**src/rtl/rx_pkg.sv**
```systemverilog
// Shared definitions for the RX deserializer: default frame width and FSM state encoding.
// The PARITY state only exists when RX_DESER_PARITY_EN is defined.
package rx_pkg;

    localparam int unsigned DEFAULT_DATA_WIDTH = 8;

`ifdef RX_DESER_PARITY_EN
    typedef enum logic [1:0] {StIdle, StShift, StParity} deser_state_e;
`else
    typedef enum logic [0:0] {StIdle, StShift} deser_state_e;
`endif

endpackage

```
**src/rtl/parity_calc.sv**
```systemverilog
// Combinational parity generator: XOR-reduce of the data word, inverted for odd parity.
module parity_calc #(
    parameter int unsigned WIDTH = 8
) (
    input  logic [WIDTH-1:0] data,
    input  logic             odd,
    output logic             parity
);

    // Expected parity bit makes the total count of ones even (odd=0) or odd (odd=1).
    assign parity = (^data) ^ odd;

endmodule

```
**src/rtl/rx_deserializer.sv**
```systemverilog
// LSB-first serial-to-parallel frame assembler driven by a per-bit strobe.
// Define RX_DESER_PARITY_EN to add a trailing parity bit with ParityType/ParityError ports.
module rx_deserializer
    import rx_pkg::*;
#(
    parameter int unsigned DATA_WIDTH = DEFAULT_DATA_WIDTH
) (
    input  logic                  CLK,
    input  logic                  RST,
    input  logic                  SampledBit,
    input  logic                  BitStrobe,
    input  logic                  DeserEn,
    output logic [DATA_WIDTH-1:0] ParallelData,
    output logic                  DataValid,
    output logic                  Busy
`ifdef RX_DESER_PARITY_EN
    ,
    input  logic                  ParityType,
    output logic                  ParityError
`endif
);

    localparam int unsigned CNT_WIDTH = $clog2(DATA_WIDTH) + 1;
    localparam logic [CNT_WIDTH-1:0] LAST_BIT = CNT_WIDTH'(DATA_WIDTH - 1);

    deser_state_e          state_q, state_d;
    logic [CNT_WIDTH-1:0]  cnt_q, cnt_d;
    logic [DATA_WIDTH-1:0] shift_q, shift_d;
    logic [DATA_WIDTH-1:0] data_q, data_d;
    logic                  valid_q, valid_d;
    logic [DATA_WIDTH-1:0] shifted;

    // New bit enters at the MSB so that after DATA_WIDTH strobes bit 0 sits at the LSB.
    assign shifted = (shift_q >> 1) | (DATA_WIDTH'(SampledBit) << (DATA_WIDTH - 1));

`ifdef RX_DESER_PARITY_EN
    logic perr_q, perr_d;
    logic exp_parity;

    parity_calc #(
        .WIDTH (DATA_WIDTH)
    ) u_parity_calc (
        .data   (shift_q),
        .odd    (ParityType),
        .parity (exp_parity)
    );
`endif

    always_comb begin
        state_d = state_q;
        cnt_d   = cnt_q;
        shift_d = shift_q;
        data_d  = data_q;
        valid_d = 1'b0;
`ifdef RX_DESER_PARITY_EN
        perr_d  = 1'b0;
`endif
        case (state_q)
            StIdle, StShift: begin
                if (!DeserEn) begin
                    // Abort (or stay idle): partial frame is dropped, output word untouched.
                    state_d = StIdle;
                    cnt_d   = '0;
                end else if (BitStrobe) begin
                    shift_d = shifted;
                    if (cnt_q == LAST_BIT) begin
                        cnt_d = '0;
`ifdef RX_DESER_PARITY_EN
                        state_d = StParity;
`else
                        state_d = StIdle;
                        data_d  = shifted;
                        valid_d = 1'b1;
`endif
                    end else begin
                        cnt_d   = cnt_q + 1'b1;
                        state_d = StShift;
                    end
                end
            end
`ifdef RX_DESER_PARITY_EN
            StParity: begin
                if (!DeserEn) begin
                    state_d = StIdle;
                end else if (BitStrobe) begin
                    state_d = StIdle;
                    data_d  = shift_q;
                    valid_d = 1'b1;
                    perr_d  = SampledBit ^ exp_parity;
                end
            end
`endif
            default: begin
                state_d = StIdle;
                cnt_d   = '0;
            end
        endcase
    end

    always_ff @(posedge CLK or negedge RST) begin
        if (!RST) begin
            state_q <= StIdle;
            cnt_q   <= '0;
            shift_q <= '0;
            data_q  <= '0;
            valid_q <= 1'b0;
        end else begin
            state_q <= state_d;
            cnt_q   <= cnt_d;
            shift_q <= shift_d;
            data_q  <= data_d;
            valid_q <= valid_d;
        end
    end

`ifdef RX_DESER_PARITY_EN
    always_ff @(posedge CLK or negedge RST) begin
        if (!RST) begin
            perr_q <= 1'b0;
        end else begin
            perr_q <= perr_d;
        end
    end

    assign ParityError = perr_q;
`endif

    assign ParallelData = data_q;
    assign DataValid    = valid_q;
    assign Busy         = (state_q != StIdle);

endmodule

```
**config.mk**
```make
export PLATFORM = sky130hd
export DESIGN_NAME = rx_deserializer
export DESIGN_NICKNAME = d
export VERILOG_FILES = /design/src/rtl/rx_pkg.sv /design/src/rtl/parity_calc.sv /design/src/rtl/rx_deserializer.sv
export SDC_FILE = /design/constraint.sdc
export NUM_CORES = 1
export LEC_CHECK = 0
export ABC_AREA = 1
export CAP_MARGIN = 20
export CORE_ASPECT_RATIO = 1.25
export CORE_MARGIN = 1
export CORE_UTILIZATION = 45
export DETAILED_ROUTE_END_ITERATION = 10
export GPL_TIMING_DRIVEN = 0
export HOLD_SLACK_MARGIN = 0.12
export PLACE_DENSITY = 0.71
export SYNTH_ARGS = -nofsm -noshare
export SYNTH_HDL_FRONTEND = slang
export SYNTH_HIERARCHICAL = 1
export SYNTH_SLANG_ARGS = --single-unit
export TNS_END_PERCENT = 30
```
**constraint.sdc**
```tcl
create_clock -name CLK -period 1.1 [get_ports CLK]
set_input_delay 0.11 -clock CLK [delete_from_list [all_inputs] [get_ports CLK]]
set_output_delay 0.11 -clock CLK [all_outputs]
set_load 0.05 [all_outputs]
```
== After elaboration in Yosys (flattened, before gate mapping) ==
Index checks and enable logic that the tools add are counted.

* Memories: 0
* Memory bits (read-only): 0
* Logic and storage cells: 20
* Register bits: 22
* Bits in latches: 0
* Bits in writable memories: 0
* Output and inout bits: 10
* Input port bits: 5

* Muxes and demuxes: 9
* $add $sub $neg: 1
* Eq/ne operators: 2
* Div/mod/pow operators: 0
* Shifts and indexed selects: 0
* Order comparisons: 0
* Bitwise logic cells: 1
* Multipliers: 0
* Reduce and logical (&&, ||, !) cells: 2

{| class="wikitable"
|+ Operator list
! operator !! number
|-
| 4-bit two-way mux || 3
|-
| 7-bit by 8-bit OR with 8-bit output || 1
|-
| 1-bit two-way mux || 6
|-
| 4-bit by 1-bit adder with 4-bit output, second input constant || 1
|-
| 4-bit by 3-bit equality test with 1-bit output, second input constant || 1
|-
| 3-bit AND reduction || 1
|-
| 2-bit != test, second input constant || 1
|-
| 2-bit AND reduction || 1
|}

== Logic depth before layout (Yosys ltp) ==
* Depth after elaboration: 4
* Depth in mapped cells: 7
* Mapped depth without buffers: 7

== Worst setup path after synthesis ==
Ideal clock, no wire load.

* Path kind: register to register
* Start: reg cnt_q[0]
* End: reg data_q[6] (netlist: ParallelData[6])
* Buffers on the path: 1
* Setup slack: -79 ps
* Library setup time: 119 ps
* Cell stages (with the launch flop): 8
* Required time: 981 ps
* Period minus slack after synthesis: 1179 ps
* Data arrival time: 1060 ps
* Path through: dfrtp_1 -> ha_1 -> nand2_2 -> nor2_4 -> nand2_4 -> buf_6 -> nand2_2 -> o21ai_2

* Longest elaborated chain between the ends: 2

{| class="wikitable"
|+ Ends and longest elaborated chain
! element !! line !! text
|-
| from (decl) || rx_deserializer.sv:27 || <nowiki>logic [CNT_WIDTH-1:0] cnt_q, cnt_d;</nowiki>
|-
| from (signal assigned) || rx_deserializer.sv:109 || <nowiki>cnt_q <= cnt_d;</nowiki>
|-
| 4-bit by 3-bit equality test with 1-bit output || rx_deserializer.sv:66 || <nowiki>if (cnt_q == LAST_BIT) begin</nowiki>
|-
| 3-bit AND reduction (no line) || - ||
|-
| to (signal assigned) || rx_deserializer.sv:111 || <nowiki>data_q <= data_d;</nowiki>
|-
| to (decl) || rx_deserializer.sv:29 || <nowiki>logic [DATA_WIDTH-1:0] data_q, data_d;</nowiki>
|}

Every way passes these cells.
A chain may end at the register's enable or synchronous reset.

== Final worst setup path ==
* Start: reg cnt_q[1]
* End: reg data_q[6] (netlist: ParallelData[6])

Same word-level chain as after synthesis.

==> impl_metrics.py <==
metrics = {
    "status": {
        "violations": "setup timing",
        "outcome": "complete, but fails checks",
    },
    "floorplanning": {
        "die_y_um": 51.47,
        "die-area_um2": 2139,
        "fp.dieW_um": 41.57,
        "start_util": 0.4872,
        "io-pin-count": 15,
        "coreArea_um2": 1808,
        "num_rows": 17,
    },
    "routing": {
        "final_antenna_net_count": 0,
        "drc": 0,
        "wl_per_cell_um": 12.46,
        "vias": 649,
        "first_pass_iters": 4,
        "avgViaCountPerCell": 4.917,
        "drt-initial-drc-count": 6,
        "routed_wl_um": 1645,
    },
    "sta": {
        "slew_violations": 0,
        "max_freq_mhz": 810.8,
        "rsz0062_at_grt": "true",
        "finalHoldViolations": 0,
        "setup_viol": 10,
        "setup_ws_ps": -133.4,
        "fin_crit_ps": 1233,
        "clock_skew_ps": 3.695,
        "relSlewSlack": 0.3807,
        "fin_hold_ws_ps": 316.5,
        "period_share": 1.121,
        "tightest_slew_ps": 926.0,
    },
    "setup_path": {
        "cp_data_arrival_time_ps": 1440,
        "crit_chain": "ha_4, nand2_4, nor2_4, nand2_4, buf_12, nand2_4, o21ai_2",
        "critPathLaunchType": "flop",
        "cp.required_ps": 1300,
        "critPathMaxStageDelay_ps": 420,
        "critPathSlowestCell": "dfrtp_1",
        "cp_max_fo": 7,
        "crit_path_frequent_cell": "nand2_4",
        "critical_path_class": "reg -> reg",
        "worstSetupEndpointType": "flop",
    },
    "global_route": {
        "overflow": 0,
        "antenna_found_initial": 0,
        "grt_max_degree": 22,
        "grt_pass1_vias": 606,
        "grt_first_pass_wirelength_um": 2573,
        "globalRouteTotalUtil": 0.1649,
    },
    "logic_synthesis": {
        "synth_area_um2": 880.8,
        "syn_area_per_cell_um2": 9.680,
        "yosys.area.top_type_share": 0.5966,
        "yosysMostFrequentCell": "nand2_1",
        "yosys_warnings": 6,
        "ys_seq_area_frac": 0.5966,
        "synth_nets": 97,
        "synthArstFlopShare": 1.000,
        "synth_ff_type": "dfrtp_1",
        "synth-edff-count": 0,
        "synth_seq_cells": 21,
        "netlist_instances": 91,
        "yosysTopAreaCell": "dfrtp_1",
        "ys_top_cells_by_count": "nand2_1 (28), dfrtp_1 (21), inv_1 (11)",
        "synth_cell_types": 14,
        "synthTopCellsByArea": "dfrtp_1 (60%), nand2_1 (12%), o21ai_2 (7.0%)",
    },
    "cells_and_area": {
        "multiInputGateArea_um2": 336.6,
        "fin_area_um2": 1139,
        "fin_util": 0.6298,
        "syn_to_final_growth_pct": 29.26,
        "final-seq-area_um2": 525.5,
        "n_antenna_cell": 0,
        "nFillCells": 160,
        "layout-drive-gt1-share": 0.3186,
        "nets": 120,
    },
    "placement": {
        "place_area_um2": 1045,
        "portBuffers": 14,
        "gp_congestion": 0.7674,
        "dpl_worst_slack_ps": -280.4,
        "dp_hpwl_um": 1045,
    },
    "clock_network": {
        "cts_made_buffers": 3,
        "clk_path_buf_depth": 2,
        "clock-sinks": 21,
        "clkTransAtPathRegs_ps": 110,
        "cts_root_buf": "clkbuf_4",
        "h-tree-depth": 1,
        "cts_tree": "done",
        "hold_buffers": 0,
        "clock_latency_ps": 300,
    },
    "job": {
        "max-cap-violations": 0,
    },
    "pwr": {
        "total_leakage_power_nw": 0.5969,
        "vdd_drop_max_mv": 0.9552,
        "power_density_nw_per_um2": 1219,
    },
    "worst_hold_path": {
        "hold_class": "in -> async",
    },
}
cell families (layout without fill, tap and decap cells):
logic type,count (synthesis),in the layout,synth area share
AO/OA/AOI/OAI,17,17,0.1264
adder cells (fa/ha/maj),1,1,0.01420
buffers and inverters,13,35,0.06392
flip-flops,21,21,0.5966
AND/OR/NAND/NOR,39,39,0.1989
metrics by stage:
| step | instances | total power [mW] | setup TNS (ps) |
|---|---|---|---|
| finish | 132 | 1.388 | -997.3 |
| global route | 132 | 1.455 | -1648 |
| CTS | 130 | 1.393 | -1226 |
| detailed placement | 124 | 1.029 | -9117 |
| global placement | 124 | 1.019 | -8481 |
| floorplan | 91 | 0.9623 | -456.1 |
metal layers:
layer  vias to the layer above  wire length (um)  GRT usage
met5                         -                 0          0
met4                         0                23     0.1129
met3                         3                75    0.02473
met2                        15               861     0.2760
met1                       302               684     0.1935
li1                        329                 -          -
worst paths after layout:
path / start / to / slack, ps / cells after the start
worst max-delay path: cnt_q[1] / ParallelData[6] / -130 / 7
worst min-delay path: RST / cnt_q[3] / 320 / 1
worst max register to register: cnt_q[1] / ParallelData[6] / -130 / 7
worst min register to register: ParallelData[4] / ParallelData[4] / 500 / 2
max in group asynchronous: RST / ParallelData[1] / 230 / 1
min in group CLK: SampledBit / ParallelData[7] / 370 / 3
what timing repair did:
item,in CTS,in global routing
endpoints found under the setup margin,21,16
resized for setup,44,19
gates cloned,0,1
pin swaps,0,3
buffers inserted,2,1
sequential cells by signal (all words and copies together) (netlist names):
name	cells
ParallelData	8
cnt_q	4
Busy	1
DataValid	1
shift_q	7
placed cells by master, fill, tap and decap left out, types with 2 or more instances in the layout:
master           synthesis  final
clkdlybuf4s15_2          0      2
o21ai_0                 10     10
nand2_4                  1      4
clkdlybuf4s50_1          0      4
buf_2                    0      5
nor2_1                   3      3
inv_1                   11     11
nand2_2                  4      5
buf_4                    0      4
o21ai_2                  7      7
clkbuf_1                 1      2
clkbuf_4                 0      4
dfrtp_1                 21     21
nand2_1                 28     24
worst max-delay path, delay by kind of cell (launching register included):
family	cells	cell delay, ps
AO/OA/AOI/OAI	1	50
adder cells (fa/ha/maj)	1	160
buffers and inverters	1	160
flip-flops	1	420
AND/OR/NAND/NOR	4	350
area by class of cell:
type | count | share of cell area
plain buffers | 2 | 0.02088
clock buffers | 4 | 0.02308
well taps | 19 | 0.02088
repair buffers | 18 | 0.1418
multi-input cells | 57 | 0.2956
inverters | 11 | 0.03626
flip-flops and latches | 21 | 0.4615
report_power, final:
group / internal (mW) / switching (mW) / total, mW
Clock: 0.142 / 0.223 / 0.365
Sequential: 0.827 / 0.0355 / 0.863
Combinational: 0.0567 / 0.104 / 0.160
(Power assumes the default switching activity.)
